## src/rtl/regfile_write_scheduler.sv

```systemverilog
// regfile_write_scheduler: round-robin arbiter for two writers plus an x1..x(NREG-1) clear sweep,
// driving the regfile write port through one registered stage.
module regfile_write_scheduler #(
  parameter int XLEN = 32,
  parameter int NREG = 32,
  localparam int AW = $clog2(NREG)
) (
  input  logic            clk,
  input  logic            reset,
  input  logic            clear_req,
  output logic            clear_busy,
  input  logic            a_valid,
  output logic            a_ready,
  input  logic [AW-1:0]   a_rd,
  input  logic [XLEN-1:0] a_wd,
  input  logic            b_valid,
  output logic            b_ready,
  input  logic [AW-1:0]   b_rd,
  input  logic [XLEN-1:0] b_wd,
  output logic            rf_we,
  output logic [AW-1:0]   rf_rd,
  output logic [XLEN-1:0] rf_wd,
  output logic [15:0]     stall_cnt
);
  typedef enum logic {IDLE, CLEAR} state_t;
  localparam logic [AW-1:0] LAST_REG = AW'(NREG - 1);
  state_t state;
  logic   last_b;
  logic   arb_ok;
  always_comb begin
    arb_ok  = !reset && state == IDLE && !clear_req;
    a_ready = arb_ok && a_valid && (!b_valid || last_b);
    b_ready = arb_ok && b_valid && (!a_valid || !last_b);
  end
  assign clear_busy = state == CLEAR;
  always_ff @(posedge clk) begin
    if (reset) begin
      state     <= IDLE;
      last_b    <= 1'b1;
      rf_we     <= 1'b0;
      rf_rd     <= '0;
      rf_wd     <= '0;
      stall_cnt <= '0;
    end else if (state == IDLE) begin
      if (clear_req) begin
        state <= CLEAR;
        rf_we <= 1'b1;
        rf_rd <= AW'(1);
        rf_wd <= '0;
      end else begin
        if (a_valid && b_valid && stall_cnt != 16'hFFFF) stall_cnt <= stall_cnt + 16'd1;
        if (a_ready) begin
          last_b <= 1'b0;
          rf_rd  <= a_rd;
          rf_wd  <= a_wd;
          rf_we  <= a_rd != '0;
        end else if (b_ready) begin
          last_b <= 1'b1;
          rf_rd  <= b_rd;
          rf_wd  <= b_wd;
          rf_we  <= b_rd != '0;
        end else begin
          rf_we <= 1'b0;
        end
      end
    end else if (rf_rd == LAST_REG) begin
      state <= IDLE;
      rf_we <= 1'b0;
    end else begin
      rf_rd <= rf_rd + AW'(1);
    end
  end
endmodule

```

## config.mk

```make
export PLATFORM = sky130hd
export DESIGN_NAME = regfile_write_scheduler
export DESIGN_NICKNAME = d
export VERILOG_FILES = /design/src/rtl/regfile_write_scheduler.sv
export SDC_FILE = /design/constraint.sdc
export NUM_CORES = 1
export LEC_CHECK = 0
export CAP_MARGIN = 10
export CORE_ASPECT_RATIO = 1.2
export CORE_MARGIN = 2
export CORE_UTILIZATION = 43
export CTS_CLUSTER_DIAMETER = 80
export CTS_CLUSTER_SIZE = 40
export DETAILED_ROUTE_END_ITERATION = 8
export GPL_TIMING_DRIVEN = 1
export PLACE_DENSITY = 0.81
export SLEW_MARGIN = 5
export SYNTH_ARGS = -nofsm -noshare
export SYNTH_HDL_FRONTEND = slang
export SYNTH_SLANG_ARGS = --single-unit
```

## constraint.sdc

```tcl
create_clock -name clk -period 2.4 [get_ports clk]
set_input_delay 0.24 -clock clk [delete_from_list [all_inputs] [get_ports clk]]
set_output_delay 0.24 -clock clk [all_outputs]
set_load 0.02 [all_outputs]
```

# Word-level counts from Yosys, hierarchy flattened
# Cells that the tools add are included.
# word_totals
register_bits,56
in_bits,79
out_inout_bits,57
word_cells,56
# classes
n_addsub,2
n_eq_ne,4
muxes,18
bitwise,2
reduce_logical,24
# op_table
op,n
$mux W32,3
$mux W5,5
$add A16 B1 Y16 const B,1
$ne A16 B16 Y1 const B,1
$mux W1,10
$reduce_bool A5 Y1,2
$logic_and A1 B1 Y1,8
$reduce_and A3 Y1,2
$add A5 B1 Y5 const B,1
$eq A5 B5 Y1 const B,1
$logic_not A1 Y1,5
$reduce_and A2 Y1,2
$reduce_bool A4 Y1,1
$reduce_bool A3 Y1,1
$logic_or A1 B1 Y1,2
$ne A2 B1 Y1 const B,1
$ne A2 B2 Y1 const B,1
$not A1 Y1,2
$reduce_bool A2 Y1,1

# Longest topological paths before layout
# depth
word_depth,9
mapped_depth,7
ltp_nobuf,7

# Worst setup path before layout
# Ideal clock, no wire load.
# synth_path
path_type,register to register
from,register stall_cnt[0]
to,register stall_cnt[12]
setup_time_ns,0.070
arrival_time_ns,1.876
required_time_ns,2.330
slack_ns,0.454
path_stages_with_launch,6
n_path_buf,0
period_less_slack_ns,1.946
path_cell_list,dfxtp_1 -> ha_1 -> nand4_1 -> or3_4 -> or4_1 -> a21oi_1
# synth_between
elab_chain_cells,3
elab_cells_between_ends,4
classes_between,1 x add/sub; 1 x eq/ne; 2 x reduce/logical
# synth_rtl
item,line,text
start: declaration,23,output logic [15:0] stall_cnt
start signal: assignment,51,if (a_valid && b_valid && stall_cnt != 16'hFFFF) stall_cnt <= stall_cnt + 16'd1;
"parallel branches: the longest is 3 deep, another holds $add A16 B1 Y16",n/a,
# Parallel ways; which one is timed is not known.
# A chain may end at the register's enable or synchronous reset.

# Worst setup path after layout
# layout_path
from,input a_valid
to,output a_ready
# layout_between
elab_chain_cells,2
# layout_rtl
item,line,text
start: declaration,12,"input logic a_valid,"
$logic_and A1 B1 Y1 (2 in a row),32,a_ready = arb_ok && a_valid && (!b_valid || last_b);
end: declaration,13,"output logic a_ready,"
# No other way between the ends.

==> out/results.ini <==
[cts]
cts_setup_buffers = 0
cts.sinks = 56
cts_buffer_depth = 2
cts_buffers = 5
htreeDepth = 2
clk_pin_slew_ps = 90
cts_resized = 0
cts_hold_buffers = 0
worstSkewPairLatency_ps = 310
cts.root.buffer_cell = clkbuf_8
tritoncts = done

[hold_path]
hold_class = in -> reg

[die]
num_rows = 34
core-area_um2 = 7190
ios = 136
die_area_um2 = 8100
die_height_um = 98.2
die_x_um = 82.5
start_util = 0.442

[synthesis]
synth_area_per_cell_um2 = 8.11
synth_edf_count = 0
synth_top_area_frac = 0.353
syn-cell-area_um2 = 3180
ys.flop_type = dfxtp_1
synth.distinct_cells = 46
yosysWarnings = 0
yosysSeqAreaShare = 0.353
synth_seq_cells = 56
syn_nets = 474
synthArstFlopShare = 0
synthTopCellsByArea = dfxtp_1 35%, o31ai_1 9.9%, a21oi_1 7.9%
netlist_instances = 392
yosys.area.top_type = dfxtp_1

[detailed_routing]
wirelength_um = 10700
antenna_left = 0
drt-wirelength-per-cell_um = 17.6
routed-via-count = 3721
drtIter0Drc = 198
drt_first_pass_iters = 5
drt-vias-per-instance = 6.13
drc = 0

[timing]
rsz0062_at_grt = no
hold_violations = 0
fin_crit_ps = 2120
skew_ps = 8.47
fin_ws_ps = 284
finalSetupTns_ps = 0
period_share = 0.881
maxSlewHeadroom = 0.647
setup_violations = 0
slew_violations = 0
fmax_ghz = 0.473
tightest_slew_ps = 529

[placed_design]
gp_congestion = 0.815
dp_slack_ps = 138
place_hpwl_um = 7540
port_buffers = 135

[global_route]
track_usage = 0.261
grt_pass1_wl_um = 16900
antenna_found_initial = 0
grt_pass1_vias = 3525
grt_max_degree = 44
grt_overflow = 0

[finish]
layout.nets = 598
syn2layout_area_growth_pct = 50.2
drive_gt1_frac = 0.0793
diodes = 0

[worst_setup_path]
start_kind = input pin
crit_type = in -> out
worst_ep_required_time_ps = 2160
arrival_ps = 1880
regToRegSetupSlack_ps = 330
cp_max_fo = 8
end_kind = output port

[power_and_ir_drop]
p_leak_nw = 1.62
vdd_drop_max_v = 0.000250
p_per_area_nw_per_um2 = 448

[outcome]
run_status = completed

[job]
max_cap_viol_count = 0

[critical path, stage by stage]
cell	delay, ps
clkdlybuf4s50_1	600
buf_4	210
nand3_1	100
inv_1	110
clkdlybuf4s50_1	610
[cell families (layout without fill, tap and decap cells)]
family,after synthesis,count (layout),share of synthesized area
DFF,56,56,0.353
buffers and inverters,44,169,0.0551
adders and majority gates,3,3,0.0118
and+or+nand+nor,134,134,0.251
AOI/OAI and AO/OA,150,150,0.312
muxes,5,5,0.0169
[flip-flops by register name (all words and copies together) (netlist names)]
register	count
rf_we	1
rf_rd	5
stall_cnt	16
last_b	1
clear_busy	1
rf_wd	32
[through the flow]
step | power, mW | instances | util | hold slack (ps) | cell area, um^2
3_5_place_dp | 1.50 | 599 | 0.647 | 448 | 4650
4_1_cts | 2.15 | 607 | 0.664 | 325 | 4780
6_report | 2.14 | 607 | 0.664 | 331 | 4780
2_1_floorplan | 1.23 | 392 | - | 403 | 3180
5_1_grt | 2.22 | 607 | 0.664 | 355 | 4780
3_3_place_gp | 1.49 | 599 | 0.647 | 439 | 4650
[final cells by class]
class                           instances  area, um^2
Fill cell                             631        2410
Clock inverter                          2        38.8
Sequential cell                        56        1120
Multi-Input combinational cell        292        1890
Inverter                                6        22.5
Clock buffer                            6        82.6
Tap cell                               90         113
Timing Repair Buffer                  155        1510
[cell usage after synthesis (4+ instances only)]
master    count
dfxtp_1      56
a21oi_1      50
o31ai_1      42
nand2_1      39
nand4_1      36
a21o_1       33
clkbuf_1     33
nand3_1      10
or4_1        10
inv_1         6
nand2b_1      6
nor2_1        5
o21ai_0       5
nor4_1        4
or3_1         4
[worst paths after layout]
kind / from / to / cells past startpoint
setup / recovery: a_valid / a_ready / 5
hold / removal: reset / rf_wd[25] / 2
setup reg to reg: stall_cnt[0] / stall_cnt[10] / 5
hold reg to reg: rf_wd[19] / rf_wd[19] / 2
[placed cells by master, fill, tap and decap left out, drive strengths merged, types with 3 or more instances in the layout]
cell type and n:
a21o 33, buf 21, inv 6, or4 10
and3 3, a22oi 3, a21oi 50, nor4 5
mux2 3, nand4 37, o31ai 42, nor3 4
nand2b 6, or3 5, nand3 10, o21ai 6
nor2b 3, clkbuf 6, clkdlybuf4s50 134, dfxtp 56
nand2 39, nor2 5, ha 3
[report_power, final]
group / total (mW) / switching [mW] / internal (mW)
Combinational: 0.495 / 0.242 / 0.253
Clock: 0.659 / 0.317 / 0.342
Sequential: 0.985 / 0.0262 / 0.959
[per-layer routing]
| metal | global-route usage | wire (um) |
|---|---|---|
| met2 | 0.426 | 5380 |
| met4 | 0.0895 | 255 |
| met1 | 0.329 | 4070 |
| met3 | 0.0647 | 963 |
| met5 | 0 | 0 |
No activity file was read; power rests on OpenSTA's default activity.
